`config.mk`:
```
export PLATFORM = sky130hd
export DESIGN_NAME = axis_rr_arbiter_flat
export DESIGN_NICKNAME = d
export VERILOG_FILES = /design/src/rtl/axis_rr_arbiter_if.sv /design/src/rtl/axis_rr_arbiter.sv /design/src/flat_wrapper.sv
export SDC_FILE = /design/constraint.sdc
export NUM_CORES = 1
export LEC_CHECK = 0
export ABC_AREA = 1
export CELL_PAD_IN_SITES_DETAIL_PLACEMENT = 1
export CELL_PAD_IN_SITES_GLOBAL_PLACEMENT = 1
export CORE_ASPECT_RATIO = 0.75
export CORE_UTILIZATION = 25
export CTS_CLUSTER_SIZE = 12
export DETAILED_ROUTE_END_ITERATION = 7
export GPL_ROUTABILITY_DRIVEN = 0
export PLACE_DENSITY = 0.92
export SKIP_LAST_GASP = 1
export SYNTH_ARGS = -nofsm -noshare
export SYNTH_HDL_FRONTEND = slang
export SYNTH_SLANG_ARGS = --single-unit
```
`constraint.sdc`:
```
create_clock -name S_AXI_ACLK -period 2.13 [get_ports S_AXI_ACLK]
set_input_delay 0.639 -clock S_AXI_ACLK [delete_from_list [all_inputs] [get_ports S_AXI_ACLK]]
set_output_delay 0.639 -clock S_AXI_ACLK [all_outputs]
set_load 0.05 [all_outputs]
```
`src/rtl/axis_rr_arbiter_if.sv`:
```
// Stream bundle for axis_rr_arbiter: NM input lanes merged onto one output lane.
// With AXIS_RR_ARBITER_TID_EN defined, the output also carries the source index M_AXIS_TID.
interface axis_rr_arbiter_if #(
    parameter int C_AXIS_DATA_WIDTH = 16,
    parameter int NM                = 4
);
    localparam int LGNM = $clog2(NM);

    logic [NM-1:0]                   S_AXIS_TVALID;
    logic [NM-1:0]                   S_AXIS_TREADY;
    logic [NM*C_AXIS_DATA_WIDTH-1:0] S_AXIS_TDATA;
    logic [NM-1:0]                   S_AXIS_TLAST;
    logic                            M_AXIS_TVALID;
    logic                            M_AXIS_TREADY;
    logic [C_AXIS_DATA_WIDTH-1:0]    M_AXIS_TDATA;
    logic                            M_AXIS_TLAST;
`ifdef AXIS_RR_ARBITER_TID_EN
    logic [LGNM-1:0]                 M_AXIS_TID;
`endif

    // Arbiter side: consumes the input lanes, produces the merged lane.
    modport slave (
        input  S_AXIS_TVALID,
        input  S_AXIS_TDATA,
        input  S_AXIS_TLAST,
        output S_AXIS_TREADY,
        output M_AXIS_TVALID,
        output M_AXIS_TDATA,
        output M_AXIS_TLAST,
`ifdef AXIS_RR_ARBITER_TID_EN
        output M_AXIS_TID,
`endif
        input  M_AXIS_TREADY
    );

    // Environment side: drives the producers and the downstream ready.
    modport master (
        output S_AXIS_TVALID,
        output S_AXIS_TDATA,
        output S_AXIS_TLAST,
        input  S_AXIS_TREADY,
        input  M_AXIS_TVALID,
        input  M_AXIS_TDATA,
        input  M_AXIS_TLAST,
`ifdef AXIS_RR_ARBITER_TID_EN
        input  M_AXIS_TID,
`endif
        output M_AXIS_TREADY
    );
endinterface

```
`src/rtl/axis_rr_arbiter.sv`:
```
// Packet-aware round-robin merge of NM AXI-Stream inputs onto one registered output.
// Optional macro AXIS_RR_ARBITER_TID_EN adds M_AXIS_TID (grant index of each output beat).
module axis_rr_arbiter #(
    parameter int  C_AXIS_DATA_WIDTH = 16,
    parameter int  NM                = 4,
    localparam int LGNM              = $clog2(NM)
) (
    input  logic             S_AXI_ACLK,
    input  logic             S_AXI_ARESETN,
    axis_rr_arbiter_if.slave axis
);
    localparam int DW = C_AXIS_DATA_WIDTH;
    localparam int IW = LGNM + 1;
    localparam logic [IW-1:0] NM_W = IW'(NM);

    typedef enum logic {IDLE, LOCKED} state_t;

    state_t            r_state;
    state_t            w_state_next;
    logic [LGNM-1:0]   r_grant;
    logic [LGNM-1:0]   w_grant_next;
    logic [LGNM-1:0]   w_pick;
    logic              w_found;
    logic [IW-1:0]     w_idx;
    logic [NM-1:0]     w_s_tready;
    logic              w_out_free;
    logic              w_accept;
    logic              w_sel_valid;
    logic              w_sel_last;
    logic [DW-1:0]     w_sel_data;

    logic              r_vld_p1;
    logic [DW-1:0]     r_data_p1;
    logic              r_last_p1;
`ifdef AXIS_RR_ARBITER_TID_EN
    logic [LGNM-1:0]   r_tid_p1;
`endif

    // Rotating search starting just after the current grant; the wrap is a
    // compare-subtract so non-power-of-2 NM works.
    always_comb begin
        w_found = 1'b0;
        w_pick  = r_grant;
        w_idx   = '0;
        for (int i = 1; i <= NM; i++) begin
            w_idx = {1'b0, r_grant} + IW'(i);
            if (w_idx >= NM_W) begin
                w_idx = w_idx - NM_W;
            end
            if (!w_found && axis.S_AXIS_TVALID[w_idx[LGNM-1:0]]) begin
                w_found = 1'b1;
                w_pick  = w_idx[LGNM-1:0];
            end
        end
    end

    assign w_out_free = !r_vld_p1 || axis.M_AXIS_TREADY;

    always_comb begin
        w_sel_valid = 1'b0;
        w_sel_last  = 1'b0;
        w_sel_data  = '0;
        w_s_tready  = '0;
        for (int k = 0; k < NM; k++) begin
            if (r_grant == LGNM'(k)) begin
                w_sel_valid   = axis.S_AXIS_TVALID[k];
                w_sel_last    = axis.S_AXIS_TLAST[k];
                w_sel_data    = axis.S_AXIS_TDATA[k*DW +: DW];
                w_s_tready[k] = (r_state == LOCKED) && w_out_free;
            end
        end
    end

    assign w_accept = (r_state == LOCKED) && w_sel_valid && w_out_free;

    always_comb begin
        w_state_next = r_state;
        w_grant_next = r_grant;
        case (r_state)
            IDLE: begin
                if (w_found) begin
                    w_state_next = LOCKED;
                    w_grant_next = w_pick;
                end
            end
            LOCKED: begin
                // Only TLAST releases the grant; a stalled source keeps it.
                if (w_accept && w_sel_last) begin
                    w_state_next = IDLE;
                end
            end
            default: w_state_next = IDLE;
        endcase
    end

    always_ff @(posedge S_AXI_ACLK or negedge S_AXI_ARESETN) begin
        if (!S_AXI_ARESETN) begin
            r_state <= IDLE;
            r_grant <= LGNM'(NM - 1);
        end else begin
            r_state <= w_state_next;
            r_grant <= w_grant_next;
        end
    end

    // ---- stage p1: output register ----
    always_ff @(posedge S_AXI_ACLK or negedge S_AXI_ARESETN) begin
        if (!S_AXI_ARESETN) begin
            r_vld_p1  <= 1'b0;
            r_data_p1 <= '0;
            r_last_p1 <= 1'b0;
`ifdef AXIS_RR_ARBITER_TID_EN
            r_tid_p1  <= '0;
`endif
        end else if (w_accept) begin
            r_vld_p1  <= 1'b1;
            r_data_p1 <= w_sel_data;
            r_last_p1 <= w_sel_last;
`ifdef AXIS_RR_ARBITER_TID_EN
            r_tid_p1  <= r_grant;
`endif
        end else if (axis.M_AXIS_TREADY) begin
            r_vld_p1  <= 1'b0;
        end
    end

    assign axis.S_AXIS_TREADY = w_s_tready;
    assign axis.M_AXIS_TVALID = r_vld_p1;
    assign axis.M_AXIS_TDATA  = r_data_p1;
    assign axis.M_AXIS_TLAST  = r_last_p1;
`ifdef AXIS_RR_ARBITER_TID_EN
    assign axis.M_AXIS_TID    = r_tid_p1;
`endif

endmodule

```
`src/flat_wrapper.sv`:
```
// flat-port wrapper written by rule: the top's interface ports become plain ports
module axis_rr_arbiter_flat 
#(
    parameter int  C_AXIS_DATA_WIDTH = 16,
    parameter int  NM                = 4,
    localparam int LGNM              = $clog2(NM)
)
  (S_AXI_ACLK, S_AXI_ARESETN, axis_S_AXIS_TVALID, axis_S_AXIS_TDATA, axis_S_AXIS_TLAST, axis_S_AXIS_TREADY, axis_M_AXIS_TVALID, axis_M_AXIS_TDATA, axis_M_AXIS_TLAST, axis_M_AXIS_TREADY);
  axis_rr_arbiter_if #(.C_AXIS_DATA_WIDTH(C_AXIS_DATA_WIDTH), .NM(NM)) axis_i ();
  input  logic S_AXI_ACLK;
  input  logic S_AXI_ARESETN;
  input wire logic [$bits(axis_i.S_AXIS_TVALID)-1:0] axis_S_AXIS_TVALID;
  input wire logic [$bits(axis_i.S_AXIS_TDATA)-1:0] axis_S_AXIS_TDATA;
  input wire logic [$bits(axis_i.S_AXIS_TLAST)-1:0] axis_S_AXIS_TLAST;
  output wire logic [$bits(axis_i.S_AXIS_TREADY)-1:0] axis_S_AXIS_TREADY;
  output wire logic [$bits(axis_i.M_AXIS_TVALID)-1:0] axis_M_AXIS_TVALID;
  output wire logic [$bits(axis_i.M_AXIS_TDATA)-1:0] axis_M_AXIS_TDATA;
  output wire logic [$bits(axis_i.M_AXIS_TLAST)-1:0] axis_M_AXIS_TLAST;
  input wire logic [$bits(axis_i.M_AXIS_TREADY)-1:0] axis_M_AXIS_TREADY;
  assign axis_i.S_AXIS_TVALID = axis_S_AXIS_TVALID;
  assign axis_i.S_AXIS_TDATA = axis_S_AXIS_TDATA;
  assign axis_i.S_AXIS_TLAST = axis_S_AXIS_TLAST;
  assign axis_S_AXIS_TREADY = axis_i.S_AXIS_TREADY;
  assign axis_M_AXIS_TVALID = axis_i.M_AXIS_TVALID;
  assign axis_M_AXIS_TDATA = axis_i.M_AXIS_TDATA;
  assign axis_M_AXIS_TLAST = axis_i.M_AXIS_TLAST;
  assign axis_i.M_AXIS_TREADY = axis_M_AXIS_TREADY;
  axis_rr_arbiter #(.C_AXIS_DATA_WIDTH(C_AXIS_DATA_WIDTH), .NM(NM)) u_core (.S_AXI_ACLK(S_AXI_ACLK), .S_AXI_ARESETN(S_AXI_ARESETN), .axis(axis_i));
endmodule
```
Yosys cells after proc, flatten, opt, wreduce, memory -nomap -nowiden
Cells that the tools add are included.

Magnitude comparators: 8. Bitwise operators: 1. Muxes and demuxes: 41. Reductions and logical operators: 16. Eq/ne operators: 3. $add $sub $neg: 8.

Operators by type and width (count): $mux W16 (4); $mux W1 (24); $mux W2 (8); $ge A3 B3 Y1 const B (4); $lt A2 B3 Y1 const B (4); $bmux W1 S2 (4); $sub A2 B1 Y2 const B (4); $logic_and A1 B1 Y1 (7); $add A2 B2 Y3 const B (2); $eq A2 B2 Y1 const B (2); $logic_not A1 Y1 (4); $reduce_bool A4 Y1 (1); $add A2 B1 Y3 const B (1); $add A2 B3 Y3 const B (1); $reduce_and A3 Y1 (1); $eq A2 B1 Y1 const B (1); $logic_not A2 Y1 (1); $pmux W1 S2 (1); $reduce_bool A2 Y1 (1); $logic_or A1 B1 Y1 (1); $not A1 Y1 (1).

Output and inout bits: 22. Logic and storage cells: 82. Flip-flop bits (word level): 21. Bits of input ports: 75.

Depth between registers and ports, before layout
Depth after elaboration: 17. Depth in mapped cells: 12. Mapped depth without buffers: 11.

Worst setup path after synthesis
OpenSTA, ideal clock, no wires.

Path kind: register -> output. Start: register u_core.r_grant[1]. End: output axis_S_AXIS_TREADY[2]. Arrival: 1774 ps. Path buffers: 2. Cell stages (with the launch flop): 6. Slack: -283 ps. Cells stage by stage: dfstp_2 -> ha_1 -> buf_2 -> inv_4 -> buf_2 -> nor2_1.

Word-level cells in the longest chain between the ends: 2.

Ends and longest elaborated chain: start: declaration (line axis_rr_arbiter.sv:20) `logic [LGNM-1:0] r_grant;`; start signal: assignment (line axis_rr_arbiter.sv:99) `r_grant <= LGNM'(NM - 1);`; start signal: assignment (line axis_rr_arbiter.sv:102) `r_grant <= w_grant_next;`; $eq A2 B2 Y1 (line axis_rr_arbiter.sv:65) `if (r_grant == LGNM'(k)) begin`; $mux W1 (line axis_rr_arbiter.sv:65); end: declaration (line flat_wrapper.sv:15) `output wire logic [$bits(axis_i.S_AXIS_TREADY)-1:0] axis_S_AXIS_TREADY;`.

No other way between the ends.

Worst setup path in the final report
Start: register u_core.r_grant[1]. End: output axis_S_AXIS_TREADY[3].

The elaborated chain is that of the path after synthesis.

==> flow_metrics.tcl <==
set metrics [dict create \
    status "complete, but fails checks" \
    violations "setup timing" \
    skew_ps 5.35 \
    post_drt_wl_per_cell_um 15.1 \
    synth_cell_type_count 21 \
    dpl_worst_slack_ps -361 \
    first_pass_iters 4 \
    clockBufferDepth 2 \
    rows 25 \
    die_y_um 72.4 \
    portBuffers 96 \
    syn_area_um2 1650 \
    hold_viol 0 \
    syn_nets 328 \
    critical_path_buf_inv_count 3 \
    slowest_stage "dfstp_2" \
    synth_top_family_by_area "simple AND/OR/NAND/NOR gates" \
    syn_inst 249 \
    die-area_um2 6940 \
    p_comb_share_pct 80.7 \
    drv_cap 0 \
    cp-start-kind "register" \
    ys_seq_elements 21 \
    core_um2 6350 \
    final_nets 437 \
    clock-sinks 21 \
    critPathRequiredTime_ps 1490 \
    vias 2032 \
    hp-class "register to register" \
    p_int_uw 2330 \
    critPathTopFamily "flip-flops" \
    final.setup.worst_slack_ps -20.1 \
    synth_xor_area_share_pct 0 \
    crit_path_max_fanout 5 \
    finish.utilization_pct 46.8 \
    finalCritPeriodShare_pct 101 \
    setup_viol 1 \
    fp.dieW_um 95.9 \
    yosysWarnings 0 \
    gr-usage-all-layers_pct 18.8 \
    crit_path_end_kind "output pin" \
    pwr_density_cell_nw_per_um2 1720 \
    power_frac_seq_pct 14.4 \
    cts_root_buf "clkbuf_8" \
    relSlewSlack_pct 76.8 \
    muxShareOfSynthArea_pct 0 \
    grt_start_max_net_pins 32 \
    clk_latency_ps 250 \
    period_minus_slack_ps 2150 \
    antenna_found_initial 0 \
    drt-vias-per-instance 4.64 \
    first_global_vias 2149 \
    max_stage_delay_ps 580 \
    maxSlewViolCount 0 \
    diodes 0 \
    worstMarginPinSlew_ps 344 \
    grt-ovfl-total 0 \
    place.detailed.hpwl_um 5330 \
    hold_ws_ps 484 \
    area_delta_synth_final_pct 80.1 \
    rsz0062_at_grt "true" \
    avgSynthCellArea_um2 6.63 \
    p_switching_uw 2780 \
    p_leak_uw 0.00139 \
    timing.fmax_ghz 0.465 \
    synth_compound_area_share_pct 25.7 \
    numCtsBuffers 3 \
    worstPathCellList "buf_4, ha_2, inv_2, nor2_4, buf_12" \
    critPathKind "register to output pin" \
    routed_wl_um 6630 \
    switching_share_pct 54.4 \
    fill_cells 788 \
    io_pins 97 \
    synth_fa_ha_area_share_pct 3.03 \
    setup_tns_ps -20.1 \
    synthSimpleGateAreaFrac_pct 31.2 \
    drt-initial-drc-count 54 \
    vdd_drop_max_v 0.000850 \
    cts-htree-levels 1 \
    cts.clk_slew.worst_paths_ps 80 \
    start_util_pct 26.0 \
    yosysSeqAreaShare_pct 32.0 \
    post-route-drc-count 0 \
    drive_above_1_share_pct 24.9 \
    pwr-share-clk_pct 4.9 \
    cts_tree "yes" \
    grt_pass1_wl_um 10100 \
    antenna_left 0 \
    critPathArrivalTime_ps 1510 \
]
tightest hold or removal path, delay by kind of cell, from the launching register on:
| kind | cells | cell delay [ps] |
|---|---|---|
| DFF | 1 | 350 |
| and+or+nand+nor | 2 | 100 |
logic make-up after synthesis:
family | Yosys count
DFF | 21
buffers and inverters | 23
AOI/OAI and AO/OA | 73
and+or+nand+nor | 128
adders and majority gates | 4
metrics by stage:
stage                     area, um^2  total power, uW  instances
after floorplan                 1660             3230        249
after global placement          2730             4270        426
after detailed placement        2730             4410        426
after CTS                       2870             4860        435
after global routing            2970             5530        438
final                           2970             5110        438
final timing paths:
path                                        start                            to  slack (ps)  cells past startpoint
worst max-delay path            u_core.r_grant[1]         axis_S_AXIS_TREADY[3]         -20                      5
worst min-delay path               u_core.r_state                u_core.r_state         480                      2
worst max register to register  u_core.r_grant[1]  u_core.axis.M_AXIS_TDATA[15]         100                     14
worst min register to register     u_core.r_state                u_core.r_state         480                      2
max in group asynchronous           S_AXI_ARESETN             u_core.r_grant[0]        1140                      2
min in group asynchronous           S_AXI_ARESETN   u_core.axis.M_AXIS_TDATA[1]         730                      2
state kept, by name (all words and copies together), names as in the netlist:
signal,cells
u_core.axis.M_AXIS_TDATA,16
u_core.r_grant,2
u_core.axis.M_AXIS_TLAST,1
u_core.axis.M_AXIS_TVALID,1
u_core.r_state,1
timing repair:
action                     in CTS  in global routing
buffers inserted                5                  2
pin swaps                       2                  1
setup endpoints to repair       4                 16
cloned                          0                  1
hold buffers                    0                  0
resized for setup              13                 22
synth_stat cells (all sizes together):
master	count	share of area, %
nor2	10	3.3
dfstp	2	3.2
inv	11	2.8
o211ai	2	1.2
nand3	11	3.3
clkbuf	3	0.68
ha	4	3.0
a21oi	20	6.3
nand2	107	25
o21ai	51	18
dfrtp	19	29
buf	9	4.6
layer usage:
layer | vias to the layer above | track usage, % | wire [um]
met4 | 0 | 4.15 | 93
li1 | 1037 | - | -
met1 | 934 | 24.4 | 3120
met5 | - | 0 | 0
met2 | 53 | 32.5 | 3040
met3 | 8 | 3.67 | 379
power by group through the flow:
stage          clock network (uW)  registers [uW]  logic, uW
2_1_floorplan                   0            1260       1970
3_3_place_gp                    0             737       3540
3_5_place_dp                    0             751       3660
4_1_cts                       265             733       3860
5_1_grt                       273             758       4500
6_report                      250             735       4120
cells in the final DEF (no fill, tap or decap), drive strengths merged:
| master | n |
|---|---|
| clkbuf | 4 |
| o21ai | 51 |
| dfrtp | 19 |
| inv | 11 |
| nand3 | 11 |
| nand2 | 107 |
| dlygate4sd2 | 1 |
| nor2 | 10 |
| clkdlybuf4s50 | 73 |
| ha | 4 |
| dfstp | 2 |
| buf | 41 |
| clkinv | 1 |
| o211ai | 2 |
| a21oi | 20 |
area by class of cell:
cell class | instances | area [um^2] | area share, %
multi-input cells | 205 | 1090 | 36.5
flip-flops and latches | 21 | 528 | 17.8
inverters | 11 | 48.8 | 1.64
well taps | 81 | 101 | 3.41
clock buffers | 3 | 41.3 | 1.39
repair buffers | 116 | 1160 | 39.1
clock inverters | 1 | 5.00 | 0.168
(Power assumes the default switching activity.)
